==> src/rtl/divider_pkg.sv <==
`timescale 1ns/1ps
// Shared definitions for the pipelined restoring divider: partial-remainder width
// helper and the parameterised inter-stage bus typedef.
package divider_pkg;

   function automatic int datapath_len(input int dividendlen, input int divisorlen);
      return dividendlen + divisorlen - 1;
   endfunction

endpackage

// Stage bus {din, divisor, qin}; widths come from the instantiating module's parameters.
`define DIVIDER_STAGE_T(name, dpw, dvw, qw) \
   typedef struct packed {                  \
      logic [(dpw)-1:0] din;                \
      logic [(dvw)-1:0] divisor;            \
      logic [(qw)-1:0]  qin;                \
   } name

==> src/rtl/divider_slice_core.sv <==
`timescale 1ns/1ps
// Combinational compare/subtract for one divider stage: resolves quotient bit SHIFT
// and produces the next partial remainder.
module divider_slice_core
   import divider_pkg::*;
#(
   parameter int  SHIFT       = 3,
   parameter int  DIVIDENDLEN = 4,
   parameter int  DIVISORLEN  = 2,
   localparam int DATAPATHLEN = datapath_len(DIVIDENDLEN, DIVISORLEN)
) (
   input  logic [DATAPATHLEN-1:0] din,
   input  logic [DIVISORLEN-1:0]  divisor,
   input  logic [DIVIDENDLEN-1:0] qin,
   output logic [DATAPATHLEN-1:0] next_dout,
   output logic [DIVIDENDLEN-1:0] next_q,
   output logic [DIVISORLEN-1:0]  next_div
);

   logic [DATAPATHLEN-1:0] sd;
   logic                   ge;

   // SHIFT + DIVISORLEN <= DATAPATHLEN, so the shifted divisor never loses bits.
   assign sd = DATAPATHLEN'(divisor) << SHIFT;
   assign ge = (din >= sd);

   assign next_dout = ge ? (din - sd) : din;
   assign next_div  = divisor;

   // NOTE: next_q takes a full default before the single-bit override, so no latch is inferred.
   always_comb begin
      next_q        = qin;
      next_q[SHIFT] = ge;
   end

endmodule

==> src/rtl/divider_slice.sv <==
`timescale 1ns/1ps
// divider_slice: one registered stage of a pipelined restoring divider (latency 1).
// Define DIVIDER_SLICE_DIVZERO_EN to add the dz_in/dz_out divide-by-zero flag chain.
module divider_slice
   import divider_pkg::*;
#(
   parameter int  SHIFT       = 3,
   parameter int  DIVIDENDLEN = 4,
   parameter int  DIVISORLEN  = 2,
   localparam int DATAPATHLEN = datapath_len(DIVIDENDLEN, DIVISORLEN)
) (
   input  logic                   clk,
   input  logic                   rst_n,
   input  logic                   in_valid,
   input  logic [DATAPATHLEN-1:0] din,
   input  logic [DIVISORLEN-1:0]  divisor,
   input  logic [DIVIDENDLEN-1:0] qin,
   output logic                   out_valid,
   output logic [DIVIDENDLEN-1:0] quotient,
   output logic [DATAPATHLEN-1:0] dout,
   output logic [DIVISORLEN-1:0]  divout
`ifdef DIVIDER_SLICE_DIVZERO_EN
   ,
   input  logic                   dz_in,
   output logic                   dz_out
`endif
);

   `DIVIDER_STAGE_T(stage_t, DATAPATHLEN, DIVISORLEN, DIVIDENDLEN);

   stage_t nxt;
   stage_t cur;
   logic   valid_q;

   divider_slice_core #(
      .SHIFT       (SHIFT),
      .DIVIDENDLEN (DIVIDENDLEN),
      .DIVISORLEN  (DIVISORLEN)
   ) u_core (
      .din       (din),
      .divisor   (divisor),
      .qin       (qin),
      .next_dout (nxt.din),
      .next_q    (nxt.qin),
      .next_div  (nxt.divisor)
   );

   // Data loads every cycle regardless of in_valid; consumers qualify with out_valid.
   // NOTE: sequential state uses non-blocking assignments so all registers update together.
   always_ff @(posedge clk) begin
      if (!rst_n) begin
         valid_q <= 1'b0;
         cur     <= '0;
      end else begin
         valid_q <= in_valid;
         cur     <= nxt;
      end
   end

`ifdef DIVIDER_SLICE_DIVZERO_EN
   logic dz_q;

   always_ff @(posedge clk) begin
      if (!rst_n) dz_q <= 1'b0;
      else        dz_q <= dz_in | (divisor == '0);
   end

   assign dz_out = dz_q;
`endif

   assign out_valid = valid_q;
   assign quotient  = cur.qin;
   assign dout      = cur.din;
   assign divout    = cur.divisor;

endmodule

==> config.mk <==
export PLATFORM = sky130hd
export DESIGN_NAME = divider_slice
export DESIGN_NICKNAME = d
export VERILOG_FILES = /design/src/rtl/divider_pkg.sv /design/src/rtl/divider_slice_core.sv /design/src/rtl/divider_slice.sv
export SDC_FILE = /design/constraint.sdc
export NUM_CORES = 1
export LEC_CHECK = 0
export CAP_MARGIN = 40
export CORE_AREA = 2 2 40 42
export DETAILED_ROUTE_END_ITERATION = 6
export DIE_AREA = 0 0 42 44
export MAX_ROUTING_LAYER = met4
export PLACE_DENSITY = 0.71
export SETUP_SLACK_MARGIN = 0.05
export SYNTH_ARGS = -nofsm -noshare
export SYNTH_HDL_FRONTEND = slang
export SYNTH_SLANG_ARGS = --single-unit
==> constraint.sdc <==
create_clock -name clk -period 1.6 [get_ports clk]
set_input_delay 0.32 -clock clk [delete_from_list [all_inputs] [get_ports clk]]
set_output_delay 0.32 -clock clk [all_outputs]
set_load 0.005 [all_outputs]
==> run summary <==
Final Hold Viols - 0
Fillers - 123
top cells by area, synth - dfxtp_1 51%, and2_1 11%, ha_1 5.3%
GRT Total Usage - 13.4%
Min Clock Period, post-route - 1.52 ns
Synthesized Nets - 59
H-tree levels - 1
peak supply drop - 0.000283 V
Via Count - 412
sequential-to-total area share from yosys stat - 51.3%
Place WS - -0.478 ns
initial antenna violation count - 0
Worst-path clk slew - 0.07 ns
Synth top area share - 51.3%
Crit Path Category - in2reg
dpl cell area - 762 µm²
Post-DP HPWL - 757 µm
cell accounting for the most synthesized area - dfxtp_1
PnR Total Power - 0.643 mW
vias per cell - 4.58
Startpoint Class - input pin
#FFs+latches synth - 12
Worst Hold Path Cells - 2
io pins - 26
GRT overflow - 0
Static Leak - 0.337 nW
overall routed net length - 969 µm
Worst EP arrival - 1.66 ns
Area Overhead vs Synth - 71.7%
CTS root buffer - clkbuf_4
GP Congestion - 0.792
1st-iter DRT viols - 1
worst slack on hold paths - 0.418 ns
first-pass GRT wire length - 1740 µm
IO buf count - 24
Syn Inst Count - 42
row cnt - 14
Avg Cell Area, Syn - 11.1 µm²
fmax - 0.659 GHz
Slew Limit Fails - 0
share of cells above drive strength 1 - 24.3%
Sink Count - 12
relative max-transition margin - 85.4%
pin count of the biggest net entering global routing - 8
status - finished clean
DIE WIDTH - 42 µm
WP data required - 1.74 ns
Wirelength per Cell - 10.8 µm
number of nets in the layout - 93
Worst Hold Path EP - divout[1]$_SDFF_PN0_
post-route ant nets - 0
actual slew at the worst max-slew pin - 0.219 ns
hold_sp - divisor[1]
clk buf depth - 2
critical path peak fanout - 2
die height - 44 µm
Core ar. - 1420 µm²
CTS buffer count - 3
PnR worst setup slack - 0.0816 ns
yosys warns - 0
max-cap viol count - 0
First-pass DRT Iterations - 3
Pwr Density - 800 nW/µm²
hold crit path type - in2reg
Synth Cell Area - 468 µm²
CTS tree - yes
Worst Setup End Kind - register
initial core utilization - 33.0%
Post-route DRC - 0
synth unique cells - 18
Setup violations, final - 0
final instance area - 803 µm²
vias in the first global route - 409
Antenna Cells - 0
RSZ-0062 raised after global routing - no
Final Cycle Share - 94.9%
DIE AREA - 1850 µm²
## placed cells by master, fill, tap and decap left out
| cell | synthesis | layout |
|---|---|---|
| clkdlybuf4s50_1 | 0 | 20 |
| dfxtp_1 | 12 | 12 |
| and2_1 | 8 | 8 |
| buf_4 | 0 | 6 |
| clkbuf_4 | 0 | 3 |
| dlygate4sd2_1 | 0 | 3 |
| inv_1 | 4 | 2 |
| inv_2 | 0 | 2 |
| and2_2 | 2 | 2 |
| o21a_1 | 2 | 2 |
| nor2_1 | 1 | 1 |
| nor2b_4 | 1 | 1 |
| nor3b_4 | 1 | 1 |
| a211oi_1 | 1 | 1 |
| nand3_1 | 1 | 1 |
| nand4_1 | 1 | 1 |
| nand2b_1 | 1 | 1 |
| and3_4 | 0 | 1 |
| a41oi_2 | 0 | 1 |
| o211ai_1 | 1 | 1 |
| fa_1 | 1 | 1 |
| ha_2 | 0 | 1 |
| ha_1 | 2 | 1 |
| clkdlybuf4s15_1 | 0 | 1 |
## state kept, by name, summed over array words and instances (netlist names)
name,flops
divout,2
dout,5
out_valid,1
quotient,4
## cells in the mapped netlist, drive strengths merged
cell,count
a211oi,1
a41oi,1
and2,10
and3,1
clkbuf,1
dfxtp,12
fa,1
ha,2
inv,4
nand2b,1
nand3,1
nand4,1
nor2,1
nor2b,1
nor3b,1
o211ai,1
o21a,2
## through the flow
stage | std cells | util [%] | setup TNS [ns]
floorplan | 42 | - | 0
global placement | 86 | 53.7 | -0.946
detailed placement | 86 | 53.7 | -1.08
CTS | 89 | 56.1 | 0
global route | 90 | 56.6 | 0
finish | 90 | 56.6 | 0
## worst max path at each step
| stage | end | slack (ns) | start | depth (start not counted) |
|---|---|---|---|---|
| floorplan | dout[4]$_SDFF_PN0_ | 0.07 | din[3] | 7 |
| global placement | dout[4]$_SDFF_PN0_ | -0.43 | din[3] | 8 |
| detailed placement | dout[4]$_SDFF_PN0_ | -0.48 | din[3] | 8 |
| CTS | dout[4]$_SDFF_PN0_ | 0.09 | divisor[0] | 7 |
| global route | dout[4]$_SDFF_PN0_ | 0.03 | divisor[0] | 7 |
| finish | dout[4]$_SDFF_PN0_ | 0.08 | divisor[0] | 7 |
## routing by layer
metal / vias up / routed length (µm) / GRT usage, %
li1: 203 / - / -
met4: 0 / 25 / 7.74
met5: - / 0 / -
met2: 18 / 482 / 21.6
met1: 187 / 389 / 13.8
met3: 4 / 72 / 5.42
## cell families after synthesis
family,count (synthesis),share of synthesized area (%)
adder cells (fa/ha/maj),3,9.62
flip-flops,12,51.3
buffers and inverters,5,4.01
AO/OA/AOI/OAI,5,8.29
AND/OR/NAND/NOR,17,26.7
## report_power, final
group          switching, mW  leakage [nW]  internal, mW  total (mW)
clock                 0.0863        0.0138        0.0869       0.173
sequential           0.00443         0.100         0.318       0.323
combinational         0.0485         0.223        0.0980       0.147
## cell type report
class | instances | area, µm² | share of cell area [%]
Timing Repair Buffer | 30 | 282 | 35.0
Sequential cell | 12 | 240 | 29.9
Multi-Input combinational cell | 25 | 224 | 27.9
Clock buffer | 3 | 22.5 | 2.80
Tap cell | 16 | 20.0 | 2.49
Inverter | 4 | 15.0 | 1.87
## critical path, stage by stage
cell	delay, ns
dlygate4sd2_1	0.23
ha_2	0.18
inv_2	0.03
fa_1	0.46
and3_4	0.19
a41oi_2	0.14
o211ai_1	0.10
## timing repair
| action | in CTS | in global routing |
|---|---|---|
| buffers inserted | 0 | 1 |
| pin swaps | 2 | 1 |
| hold buffers | 0 | 0 |
| gates resized for setup | 10 | 0 |
| endpoints found under the setup margin | 3 | 1 |
No activity file was read; power rests on OpenSTA's default activity.
